## src/rtl/winner_sequencer_pkg.sv

```systemverilog
// Shared types and constants for the winner_sequencer controller and its
// neighbor-table scanner.
package winner_sequencer_pkg;

    localparam int WORD_WIDTH = 16;
    localparam logic [WORD_WIDTH-1:0] INF_VALUE = 16'hFFFF;

    // Byte offsets inside one 4-byte neighbor table entry (big-endian fields).
    localparam logic [1:0] OFS_ID_HI  = 2'd0;
    localparam logic [1:0] OFS_ID_LO  = 2'd1;
    localparam logic [1:0] OFS_VAL_HI = 2'd2;
    localparam logic [1:0] OFS_VAL_LO = 2'd3;

    typedef enum logic [2:0] {
        ST_IDLE   = 3'd0,
        ST_SCAN   = 3'd1,
        ST_LAUNCH = 3'd2,
        ST_WAIT   = 3'd3,
        ST_DONE   = 3'd4
    } state_e;

    // Number of bytes to read for a requested neighbor count, clamped to max_nbr.
    function automatic logic [9:0] scan_bytes(input logic [7:0] cnt, input logic [7:0] max_nbr);
        logic [7:0] n;
        n = (cnt > max_nbr) ? max_nbr : cnt;
        return {n, 2'b00};
    endfunction

endpackage

```

## src/rtl/winner_sequencer_nbr_table_scanner.sv

```systemverilog
// Streams the neighbor table out of byte memory, reassembles entries and
// tracks the minimum-cost neighbor that is not this node.
module nbr_table_scanner
    import winner_sequencer_pkg::*;
#(
    parameter int                ADDR_W    = 10,
    parameter logic [ADDR_W-1:0] BASE_ADDR = 10'd0,
    parameter int                MAX_NBR   = 64
) (
    input  logic                  clock,
    input  logic                  nreset,
    input  logic                  i_start,
    input  logic [7:0]            i_count,
    input  logic [WORD_WIDTH-1:0] i_node_id,
    output logic                  o_mem_rd_en,
    output logic [ADDR_W-1:0]     o_mem_addr,
    input  logic [7:0]            i_mem_data,
    output logic [WORD_WIDTH-1:0] o_best_id,
    output logic [WORD_WIDTH-1:0] o_best_value,
    output logic                  o_found,
    output logic                  o_scan_done
);

    logic                  r_rd_en;
    logic [ADDR_W-1:0]     r_addr;
    logic [9:0]            r_k;
    logic [9:0]            r_total;
    logic                  r_cap_valid;
    logic [1:0]            r_cap_idx;
    logic                  r_cap_last;
    logic [WORD_WIDTH-1:0] r_cand_id;
    logic [7:0]            r_val_hi;
    logic [WORD_WIDTH-1:0] r_best_id;
    logic [WORD_WIDTH-1:0] r_best_value;
    logic                  r_found;

    logic [WORD_WIDTH-1:0] w_cand_value;
    logic                  w_last_byte;
    logic                  w_upd;

    // The final byte is folded in combinationally so the result is usable on scan_done.
    assign w_cand_value = {r_val_hi, i_mem_data};
    assign w_last_byte  = r_cap_valid && (r_cap_idx == OFS_VAL_LO);
    assign w_upd        = w_last_byte && (r_cand_id != i_node_id) && (w_cand_value < r_best_value);

    assign o_mem_rd_en  = r_rd_en;
    assign o_mem_addr   = r_addr;
    assign o_best_id    = w_upd ? r_cand_id : r_best_id;
    assign o_best_value = w_upd ? w_cand_value : r_best_value;
    assign o_found      = r_found | w_upd;
    assign o_scan_done  = w_last_byte && r_cap_last;

    // Read address generator, one byte per cycle, wrapping at the memory size.
    always_ff @(posedge clock) begin
        if (!nreset) begin
            r_rd_en <= 1'b0;
            r_addr  <= '0;
            r_k     <= 10'd0;
            r_total <= 10'd0;
        end else if (i_start) begin
            r_rd_en <= 1'b1;
            r_addr  <= BASE_ADDR;
            r_k     <= 10'd0;
            r_total <= scan_bytes(i_count, 8'(MAX_NBR));
        end else if (r_rd_en) begin
            if (r_k == r_total - 10'd1) begin
                r_rd_en <= 1'b0;
            end else begin
                r_k    <= r_k + 10'd1;
                r_addr <= r_addr + ADDR_W'(1);
            end
        end
    end

    // Byte capture, entry assembly and strict-less-than minimum tracking.
    always_ff @(posedge clock) begin
        if (!nreset) begin
            r_cap_valid  <= 1'b0;
            r_cap_idx    <= 2'd0;
            r_cap_last   <= 1'b0;
            r_cand_id    <= '0;
            r_val_hi     <= 8'd0;
            r_best_id    <= '0;
            r_best_value <= INF_VALUE;
            r_found      <= 1'b0;
        end else if (i_start) begin
            r_cap_valid  <= 1'b0;
            r_best_id    <= '0;
            r_best_value <= INF_VALUE;
            r_found      <= 1'b0;
        end else begin
            r_cap_valid <= r_rd_en;
            r_cap_idx   <= r_k[1:0];
            r_cap_last  <= (r_k == r_total - 10'd1);
            if (r_cap_valid) begin
                case (r_cap_idx)
                    OFS_ID_HI:  r_cand_id[15:8] <= i_mem_data;
                    OFS_ID_LO:  r_cand_id[7:0]  <= i_mem_data;
                    OFS_VAL_HI: r_val_hi        <= i_mem_data;
                    OFS_VAL_LO: begin
                        if (w_upd) begin
                            r_best_id    <= r_cand_id;
                            r_best_value <= w_cand_value;
                            r_found      <= 1'b1;
                        end
                    end
                    default: r_val_hi <= r_val_hi;
                endcase
            end
        end
    end

endmodule

```

## src/rtl/winner_sequencer.sv

```systemverilog
// Sequences one routing decision: scan the neighbor table, launch winnerPolicy
// on the best neighbor, and return its nexthop (or a fallback on timeout).
module winner_sequencer
    import winner_sequencer_pkg::*;
#(
    parameter int                ADDR_W    = 10,
    parameter logic [ADDR_W-1:0] BASE_ADDR = 10'd0,
    parameter int                TIMEOUT   = 255,
    parameter int                MAX_NBR   = 64
) (
    input  logic                  clock,
    input  logic                  nreset,
    input  logic                  start,
    input  logic [7:0]            neighbor_count,
    input  logic [WORD_WIDTH-1:0] epsilon,
    input  logic [WORD_WIDTH-1:0] my_best,
    input  logic [WORD_WIDTH-1:0] my_besthop,
    input  logic [WORD_WIDTH-1:0] my_node_id,
    output logic                  mem_rd_en,
    output logic [ADDR_W-1:0]     mem_addr,
    input  logic [7:0]            mem_data,
    output logic [WORD_WIDTH-1:0] wp_epsilon,
    output logic [WORD_WIDTH-1:0] wp_mybest,
    output logic [WORD_WIDTH-1:0] wp_besthop,
    output logic [WORD_WIDTH-1:0] wp_bestvalue,
    output logic [WORD_WIDTH-1:0] wp_bestneighborID,
    output logic [WORD_WIDTH-1:0] wp_node_id,
    output logic                  wp_done_prev,
    input  logic                  wp_done,
    input  logic [WORD_WIDTH-1:0] wp_nexthop,
    output logic                  busy,
    output logic                  result_valid,
    output logic [WORD_WIDTH-1:0] nexthop,
    output logic                  err_timeout,
    output logic                  no_neighbor
);

    localparam int               CNT_W   = (TIMEOUT > 1) ? $clog2(TIMEOUT) : 1;
    localparam logic [CNT_W-1:0] TO_LAST = CNT_W'(TIMEOUT - 1);

    state_e                r_state;
    logic                  r_busy;
    logic                  r_result_valid;
    logic [WORD_WIDTH-1:0] r_nexthop;
    logic                  r_err_timeout;
    logic                  r_no_neighbor;
    logic                  r_found;
    logic [CNT_W-1:0]      r_wait_cnt;
    logic [WORD_WIDTH-1:0] r_epsilon;
    logic [WORD_WIDTH-1:0] r_my_best;
    logic [WORD_WIDTH-1:0] r_my_besthop;
    logic [WORD_WIDTH-1:0] r_node_id;
    logic [WORD_WIDTH-1:0] r_wp_epsilon;
    logic [WORD_WIDTH-1:0] r_wp_mybest;
    logic [WORD_WIDTH-1:0] r_wp_besthop;
    logic [WORD_WIDTH-1:0] r_wp_bestvalue;
    logic [WORD_WIDTH-1:0] r_wp_bestneighbor_id;
    logic [WORD_WIDTH-1:0] r_wp_node_id;
    logic                  r_wp_done_prev;

    logic                  w_scan_start;
    logic [WORD_WIDTH-1:0] w_best_id;
    logic [WORD_WIDTH-1:0] w_best_value;
    logic                  w_found;
    logic                  w_scan_done;

    assign w_scan_start = (r_state == ST_IDLE) && start && (neighbor_count != 8'd0);

    nbr_table_scanner #(
        .ADDR_W    (ADDR_W),
        .BASE_ADDR (BASE_ADDR),
        .MAX_NBR   (MAX_NBR)
    ) u_scanner (
        .clock        (clock),
        .nreset       (nreset),
        .i_start      (w_scan_start),
        .i_count      (neighbor_count),
        .i_node_id    (r_node_id),
        .o_mem_rd_en  (mem_rd_en),
        .o_mem_addr   (mem_addr),
        .i_mem_data   (mem_data),
        .o_best_id    (w_best_id),
        .o_best_value (w_best_value),
        .o_found      (w_found),
        .o_scan_done  (w_scan_done)
    );

    assign busy              = r_busy;
    assign result_valid      = r_result_valid;
    assign nexthop           = r_nexthop;
    assign err_timeout       = r_err_timeout;
    assign no_neighbor       = r_no_neighbor;
    assign wp_epsilon        = r_wp_epsilon;
    assign wp_mybest         = r_wp_mybest;
    assign wp_besthop        = r_wp_besthop;
    assign wp_bestvalue      = r_wp_bestvalue;
    assign wp_bestneighborID = r_wp_bestneighbor_id;
    assign wp_node_id        = r_wp_node_id;
    assign wp_done_prev      = r_wp_done_prev;

    // Round sequencing FSM with all outputs registered.
    always_ff @(posedge clock) begin
        if (!nreset) begin
            r_state              <= ST_IDLE;
            r_busy               <= 1'b0;
            r_result_valid       <= 1'b0;
            r_nexthop            <= '0;
            r_err_timeout        <= 1'b0;
            r_no_neighbor        <= 1'b0;
            r_found              <= 1'b0;
            r_wait_cnt           <= '0;
            r_epsilon            <= '0;
            r_my_best            <= '0;
            r_my_besthop         <= '0;
            r_node_id            <= '0;
            r_wp_epsilon         <= '0;
            r_wp_mybest          <= '0;
            r_wp_besthop         <= '0;
            r_wp_bestvalue       <= INF_VALUE;
            r_wp_bestneighbor_id <= '0;
            r_wp_node_id         <= '0;
            r_wp_done_prev       <= 1'b0;
        end else begin
            r_result_valid <= 1'b0;
            r_wp_done_prev <= 1'b0;
            case (r_state)
                ST_IDLE: begin
                    if (start) begin
                        r_busy        <= 1'b1;
                        r_err_timeout <= 1'b0;
                        r_no_neighbor <= 1'b0;
                        r_epsilon     <= epsilon;
                        r_my_best     <= my_best;
                        r_my_besthop  <= my_besthop;
                        r_node_id     <= my_node_id;
                        if (neighbor_count == 8'd0) begin
                            r_state        <= ST_DONE;
                            r_no_neighbor  <= 1'b1;
                            r_nexthop      <= my_besthop;
                            r_result_valid <= 1'b1;
                        end else begin
                            r_state <= ST_SCAN;
                        end
                    end
                end
                ST_SCAN: begin
                    if (w_scan_done) begin
                        r_state <= ST_LAUNCH;
                        r_found <= w_found;
                        if (w_found) begin
                            r_wp_done_prev       <= 1'b1;
                            r_wp_epsilon         <= r_epsilon;
                            r_wp_mybest          <= r_my_best;
                            r_wp_besthop         <= r_my_besthop;
                            r_wp_bestvalue       <= w_best_value;
                            r_wp_bestneighbor_id <= w_best_id;
                            r_wp_node_id         <= r_node_id;
                        end
                    end
                end
                ST_LAUNCH: begin
                    if (r_found) begin
                        r_state    <= ST_WAIT;
                        r_wait_cnt <= '0;
                    end else begin
                        r_state        <= ST_DONE;
                        r_no_neighbor  <= 1'b1;
                        r_nexthop      <= r_my_besthop;
                        r_result_valid <= 1'b1;
                    end
                end
                ST_WAIT: begin
                    // A completion on the final wait cycle beats the timeout.
                    if (wp_done) begin
                        r_state        <= ST_DONE;
                        r_nexthop      <= wp_nexthop;
                        r_result_valid <= 1'b1;
                    end else if (r_wait_cnt == TO_LAST) begin
                        r_state        <= ST_DONE;
                        r_err_timeout  <= 1'b1;
                        r_nexthop      <= r_my_besthop;
                        r_result_valid <= 1'b1;
                    end else begin
                        r_wait_cnt <= r_wait_cnt + CNT_W'(1);
                    end
                end
                ST_DONE: begin
                    r_state <= ST_IDLE;
                    r_busy  <= 1'b0;
                end
                default: begin
                    r_state <= ST_IDLE;
                    r_busy  <= 1'b0;
                end
            endcase
        end
    end

endmodule

```

## config.mk

```make
export PLATFORM = sky130hd
export DESIGN_NAME = winner_sequencer
export DESIGN_NICKNAME = d
export VERILOG_FILES = /design/src/rtl/winner_sequencer_pkg.sv /design/src/rtl/winner_sequencer_nbr_table_scanner.sv /design/src/rtl/winner_sequencer.sv
export SDC_FILE = /design/constraint.sdc
export NUM_CORES = 1
export LEC_CHECK = 0
export CAP_MARGIN = 40
export CORE_UTILIZATION = 30
export DETAILED_ROUTE_END_ITERATION = 8
export MAX_ROUTING_LAYER = met4
export PLACE_DENSITY = 0.6
export SKIP_LAST_GASP = 1
export SLEW_MARGIN = 20
export SYNTH_ARGS = -nofsm -noshare
export SYNTH_HDL_FRONTEND = slang
export SYNTH_SLANG_ARGS = --single-unit
export TNS_END_PERCENT = 20
```

## constraint.sdc

```tcl
create_clock -name clock -period 2.2 [get_ports clock]
set_input_delay 0.22 -clock clock [delete_from_list [all_inputs] [get_ports clock]]
set_output_delay 0.22 -clock clock [all_outputs]
set_load 0.05 [all_outputs]
```

==> results.py, run 1 <==
metrics = {
    "final_layout": {
        "final_nets": 1688,
        "design_area_um2": 17500,
        "drive_above_1_share_pct": 18.5,
        "area_growth_pct": 48.4,
        "n_antenna_cell": 0,
    },
    "outcome": {
        "violations": "setup timing",
        "status": "finished, violations left",
    },
    "min_path": {
        "hold_depth": 2,
        "hp-class": "input pin to flip-flop",
        "hp-start": "nreset",
        "hold_end": "u_scanner.o_mem_rd_en",
    },
    "global_route": {
        "grt_usage_pct": 17.5,
        "grt_pass1_vias": 9905,
        "grt_pass1_wl_um": 54500,
        "antenna_found_initial": 0,
        "overflow": 0,
        "grt_start_max_net_pins": 80,
    },
    "worst_setup_path": {
        "timing.rr.start": "u_scanner.r_best_value[12]",
        "critPathLaunchType": "flip-flop",
        "rrSetupSlack_ns": -0.24,
        "cp_max_fo": 8,
        "arrival_ns": 2.85,
        "reg2reg_depth": 12,
        "required_ns": 2.61,
        "crit_type": "flip-flop to flip-flop",
        "end_kind": "flip-flop",
        "worst_r2r_endpoint": "wp_epsilon[2]",
    },
    "die": {
        "die_y_um": 200,
        "core_um2": 38700,
        "die_w_um": 200,
        "io-pin-count": 228,
        "rows": 72,
        "die-area_um2": 40100,
        "initial_core_util_pct": 30.5,
    },
    "sta": {
        "hold_viol_final": 0,
        "max_freq_ghz": 0.410,
        "period_share_pct": 111,
        "slew_violations": 0,
        "relSlewSlack_pct": 56.0,
        "fin_crit_ns": 2.44,
        "timing.final.ws_setup_ns": -0.240,
        "final.setup_skew_ns": 0.0223,
        "rsz0062_at_grt": "yes",
        "tightest_slew_ns": 0.657,
        "setup_viol": 127,
    },
    "placed_design": {
        "place.gp.congestion": 0.794,
        "portBuffers": 227,
        "hpwl_um": 22900,
        "placed_cell_area_um2": 15400,
        "dp_slack_ns": -0.654,
    },
    "synthesis": {
        "synth_area_leader_cell": "dfxtp_1",
        "syn-cell-area_um2": 11800,
        "avgSynthCellArea_um2": 9.41,
        "synth_most_common_cell": "dfxtp_1",
        "synth-simple-area-share_pct": 18.9,
        "synth-async-reset-ratio_pct": 0,
        "synth_edf_count": 0,
        "synth_adder_area_share_pct": 2.12,
        "yosys_warnings": 0,
        "synth_compound_area_share_pct": 11.0,
        "synthMuxAreaShare_pct": 13.1,
        "netlist_instances": 1255,
        "synthDistinctLibCells": 52,
        "synth.area.top_cells": "dfxtp_1 (48%), mux2i_1 (13%), nor2b_1 (6.7%), nand2_1 (6.2%), a21boi_0 (4.6%)",
        "seq_area_frac_synth_pct": 48.0,
        "synth_common_cells": "dfxtp_1 (283), nand2_1 (195), mux2i_1 (154), nor2b_1 (126), a21boi_0 (72)",
        "synth_top_family_by_area": "simple AND/OR/NAND/NOR gates",
        "ys.flop_type": "dfxtp_1",
        "synthesis.nets": 1375,
        "synthXorXnorAreaFrac_pct": 3.41,
        "synth_seq_cells": 283,
        "yosysTopAreaCellShare_pct": 48.0,
    },
    "power_and_ir_drop": {
        "power_leakage_nw": 6.46,
        "p_per_area_nw_per_um2": 698,
        "vdd_drop_max_mv": 0.401,
    },
    "cts": {
        "cts_buffers": 35,
        "clockRootBuffer": "clkbuf_16",
        "clock_path_buffers": 3,
        "clkSinkCount": 283,
        "clk_pin_slew_ns": 0.06,
        "clk_latency_ns": 0.53,
        "htreeDepth": 2,
        "cts_tree": "yes",
    },
    "detailed_routing": {
        "first_iter_violations": 333,
        "first_pass_iters": 5,
        "drcViolationCount": 0,
        "vias": 9695,
        "vias_per_cell": 4.59,
        "drtAntennaViolNets": 0,
        "wl_um": 34300,
        "routedWlPerCell_um": 16.2,
    },
    "run": {
        "drv_cap": 0,
    },
}
-- layer usage --
metal  vias up  part of all wire (%)  GRT usage, %
met3        40                   7.1          5.13
li1       4865                     -             -
met2       227                    46          27.2
met4         0                   1.5          4.09
met5         -                     0             -
met1      4563                    46          22.1
-- registers in the layout (all words and copies together), names as in the netlist, 8 cells and up --
| name | flops |
|---|---|
| nexthop | 16 |
| r_epsilon | 16 |
| r_my_best | 16 |
| r_my_besthop | 16 |
| r_node_id | 16 |
| u_scanner.r_best_id | 16 |
| u_scanner.r_best_value | 16 |
| u_scanner.r_cand_id | 16 |
| wp_besthop | 16 |
| wp_bestneighborID | 16 |
| wp_bestvalue | 16 |
| wp_epsilon | 16 |
| wp_mybest | 16 |
| wp_node_id | 16 |
| u_scanner.o_mem_addr | 10 |
| u_scanner.r_k | 10 |
| r_wait_cnt | 8 |
| u_scanner.r_total | 8 |
| u_scanner.r_val_hi | 8 |
-- how the worst max path moves through the flow --
stage,startpoint,slack (ns),cells after the start,end
detailed placement,mem_data[5],-0.65,11,wp_mybest[1]
CTS,u_scanner.r_best_value[13],-0.24,12,wp_epsilon[2]
finish,u_scanner.r_best_value[12],-0.24,12,wp_epsilon[2]
global route,u_scanner.r_best_value[13],-0.36,12,wp_epsilon[5]
global placement,mem_data[7],-0.65,11,wp_bestvalue[2]
floorplan,u_scanner.r_best_value[13],-0.06,11,wp_besthop[10]
-- critical path, cell delays in order, from the launching register on --
cell and delay [ns]:
dfxtp_2 0.34, inv_1 0.06, ha_2 0.18, a21oi_2 0.14, a2bb2oi_2 0.16, nand3b_1 0.14, or2_4 0.26, o31ai_4 0.29
buf_12 0.18, buf_12 0.15, clkbuf_16 0.17, mux2i_1 0.19, nor2b_1 0.06
-- through the flow --
stage               power [mW]  TNS [ns]  hold slack [ns]  std cells  utilization [%]
floorplan                 6.06     -3.65            0.361       1255                -
global placement          6.65    -84.98            0.450       2020             39.7
detailed placement        6.66    -86.29            0.456       2021             39.7
CTS                       12.4    -16.25            0.143       2108             44.8
global route              12.8    -34.55            0.149       2111             45.2
finish                    12.2    -15.53            0.165       2111             45.2
-- kinds of logic (layout without fill, tap and decap cells) --
| family | after synthesis | in the layout |
|---|---|---|
| AOI/OAI and AO/OA | 193 | 193 |
| xor gates and xnor gates | 46 | 46 |
| adders and majority gates | 20 | 20 |
| buffers and inverters | 101 | 439 |
| DFF | 283 | 283 |
| muxes | 154 | 154 |
| and+or+nand+nor | 458 | 458 |
-- cell type report --
cell class / instances / area, um^2
multi-input combinational: 871 / 6250
clock buffer: 48 / 1000
sequential: 283 / 5690
inverter: 23 / 86.3
tap: 518 / 648
clock inverter: 14 / 131
fill: 3676 / 21200
timing repair buffer: 354 / 3700
-- report_power, final --
part | internal, mW | total [mW] | switching [mW]
combinational | 0.570 | 1.18 | 0.611
clock | 3.44 | 5.68 | 2.24
sequential | 5.26 | 5.37 | 0.110
-- timing repair --
item | CTS | global route
setup endpoints to repair | 135 | 165
hold buffers | 0 | 0
gates cloned | 9 | 2
setup buffers | 63 | 5
resized for setup | 110 | 35
pin swaps | 28 | 15
-- cell usage in the layout, fill, tap and decap left out, types with 4 or more instances in the layout --
cell / n
a21boi_0: 72
a21oi_1: 28
a21oi_2: 11
a22oi_1: 16
and2_1: 6
and3_1: 10
buf_12: 18
buf_16: 9
buf_4: 92
buf_6: 5
clkbuf_1: 5
clkbuf_16: 37
clkbuf_8: 8
clkdlybuf4s50_1: 226
clkinv_2: 9
dfxtp_1: 263
dfxtp_2: 19
ha_1: 6
ha_4: 12
inv_1: 13
inv_2: 10
mux2i_1: 130
mux2i_2: 13
mux2i_4: 11
nand2_1: 193
nand2b_1: 4
nand3_1: 19
nand3b_1: 5
nand4_1: 15
nor2_1: 51
nor2b_1: 126
nor3_1: 6
o21a_1: 4
o21ai_0: 28
o21ai_1: 4
o21ai_2: 8
xnor2_1: 35
xor2_1: 11
Note: power is estimated with default switching activity, not from simulation.
==> run 2, diff against run 1 <==
--- a/config.mk
+++ b/config.mk
@@ -11,7 +11,7 @@
 export MAX_ROUTING_LAYER = met4
 export PLACE_DENSITY = 0.6
 export SKIP_LAST_GASP = 1
-export SLEW_MARGIN = 20
+export SLEW_MARGIN = 15
 export SYNTH_ARGS = -nofsm -noshare
 export SYNTH_HDL_FRONTEND = slang
 export SYNTH_SLANG_ARGS = --single-unit
==> results.py, run 2 (synthesis results as in run 1) <==
metrics = {
    "placed_design": {
        "placed_cell_area_um2": 15400,
        "portBuffers": 227,
        "hpwl_um": 22900,
        "place.gp.congestion": 0.794,
    },
    "cts": {
        "clkSinkCount": 283,
        "clockRootBuffer": "clkbuf_16",
        "clk_latency_ns": 0.51,
        "cts_buffers": 34,
        "cts_tree": "yes",
        "clk_pin_slew_ns": 0.06,
        "htreeDepth": 2,
        "clock_path_buffers": 3,
    },
    "final_layout": {
        "final_cell_mix": "dfxtp_1 (263), clkdlybuf4s50_1 (226), nand2_1 (191)",
        "area_growth_pct": 47.7,
        "final_nets": 1685,
        "utilization_pct": 45.0,
        "mostFrequentLayoutCell": "dfxtp_1",
        "drive_above_1_share_pct": 16.9,
        "design_area_um2": 17400,
    },
    "min_path": {
        "hold_depth": 2,
        "hp-class": "input pin to flip-flop",
        "hp-start": "nreset",
        "hold_end": "u_scanner.o_mem_rd_en",
    },
    "detailed_routing": {
        "wl_um": 34000,
        "vias": 9645,
        "routedWlPerCell_um": 16.1,
        "vias_per_cell": 4.58,
        "first_pass_iters": 4,
        "drtAntennaViolNets": 0,
        "drcViolationCount": 0,
        "first_iter_violations": 360,
    },
    "power_and_ir_drop": {
        "vdd_drop_max_mv": 0.418,
        "power_leakage_nw": 6.40,
        "p_per_area_nw_per_um2": 689,
        "power.total_mw": 12.0,
    },
    "die": {
        "initial_core_util_pct": 30.5,
        "io-pin-count": 228,
        "rows": 72,
        "die_y_um": 200,
        "core_um2": 38700,
        "die_w_um": 200,
        "die-area_um2": 40100,
    },
    "worst_setup_path": {
        "arrival_ns": 2.77,
        "cp_max_fo": 6,
        "timing.rr.start": "u_scanner.r_best_value[13]",
        "rrSetupSlack_ns": -0.18,
        "crit_start": "u_scanner.r_best_value[13]",
        "critPathLaunchType": "flip-flop",
        "required_ns": 2.58,
        "worst_r2r_endpoint": "wp_mybest[10]",
        "end_kind": "flip-flop",
        "reg2reg_depth": 12,
        "crit_type": "flip-flop to flip-flop",
    },
    "sta": {
        "fin_crit_ns": 2.38,
        "final.setup_skew_ns": 0.0156,
        "hold_viol_final": 0,
        "tightest_slew_ns": 0.630,
        "max_freq_ghz": 0.420,
        "relSlewSlack_pct": 57.9,
        "slew_violations": 0,
        "rsz0062_at_grt": "yes",
        "period_share_pct": 108,
        "timing.final.ws_setup_ns": -0.183,
        "setup_viol": 114,
    },
    "global_route": {
        "grt_usage_pct": 17.0,
        "grt_start_max_net_pins": 80,
        "overflow": 0,
        "antenna_found_initial": 1,
        "grt_pass1_wl_um": 53300,
        "grt_pass1_vias": 9612,
    },
    "run": {
        "drv_cap": 0,
    },
    "outcome": {
        "status": "finished, violations left",
        "violations": "setup timing",
    },
}
[run 2: changes by cell type in the layout (fill, tap and decap cells not counted), sizes merged]
cell,delta
buf,-2
clkbuf,+5
bufinv,-1
diode,+1
clkinv,-5
inv,-3
[run 2: area by class of cell]
cell class / instances / area, um^2
fillers: 3707 / 21300
multi-input cells: 871 / 6170
flip-flops and latches: 283 / 5690
repair buffers: 352 / 3750
clock buffers: 53 / 1040
well taps: 518 / 648
inverters: 23 / 86.3
clock inverters: 5 / 50.0
diodes: 1 / 2.50
[run 2: how the worst max path moves through the flow]
| stage | endpoint | slack, ns | cells after the start |
|---|---|---|---|
| final | wp_mybest[10] | -0.18 | 12 |
| after global routing | wp_mybest[1] | -0.30 | 12 |
| after CTS | wp_epsilon[14] | -0.20 | 13 |
| after detailed placement | wp_node_id[9] | -0.65 | 11 |
| after global placement | wp_bestvalue[2] | -0.65 | 11 |
| after floorplan | wp_besthop[10] | -0.06 | 11 |
[run 2: power by group]
group / total, mW / switching [mW] / internal [mW]
Combinational: 1.18 / 0.613 / 0.571
Clock: 5.46 / 2.12 / 3.34
Sequential: 5.37 / 0.110 / 5.26
Total: 12.0 / 2.84 / 9.17
[run 2: metrics by stage]
| step | cells | hold WS [ns] | worst slack (ns) | TNS, ns |
|---|---|---|---|---|
| final | 2106 | 0.178 | -0.183 | -11.29 |
| after global routing | 2106 | 0.170 | -0.302 | -27.37 |
| after CTS | 2103 | 0.165 | -0.202 | -13.88 |
| after detailed placement | 2021 | 0.456 | -0.648 | -84.43 |
| after global placement | 2020 | 0.450 | -0.649 | -84.98 |
| after floorplan | 1255 | 0.361 | -0.0567 | -3.65 |
[run 2: repair_timing]
item,in CTS,in global routing
hold buffers,0,0
pin swaps,34,5
buffers inserted,19,0
setup endpoints to repair,135,164
cloned,9,2
resized for setup,118,13
[run 2: worst max-delay path, cell delays in order, from the launching register on]
cell	delay [ns]
dfxtp_2	0.33
inv_2	0.04
ha_4	0.22
a21oi_4	0.11
a2bb2oi_2	0.15
nand3b_1	0.13
or2_4	0.26
o31ai_4	0.28
buf_12	0.16
buf_12	0.15
buf_16	0.13
mux2i_2	0.24
nor2b_1	0.07
[run 2: routing by layer]
| layer | GRT usage, % | share of wire (%) | up-vias |
|---|---|---|---|
| met2 | 26.8 | 45 | 206 |
| li1 | - | - | 4858 |
| met4 | 3.44 | 1.4 | 0 |
| met3 | 5.03 | 6.8 | 41 |
| met1 | 21.6 | 47 | 4540 |
| met5 | - | 0 | - |
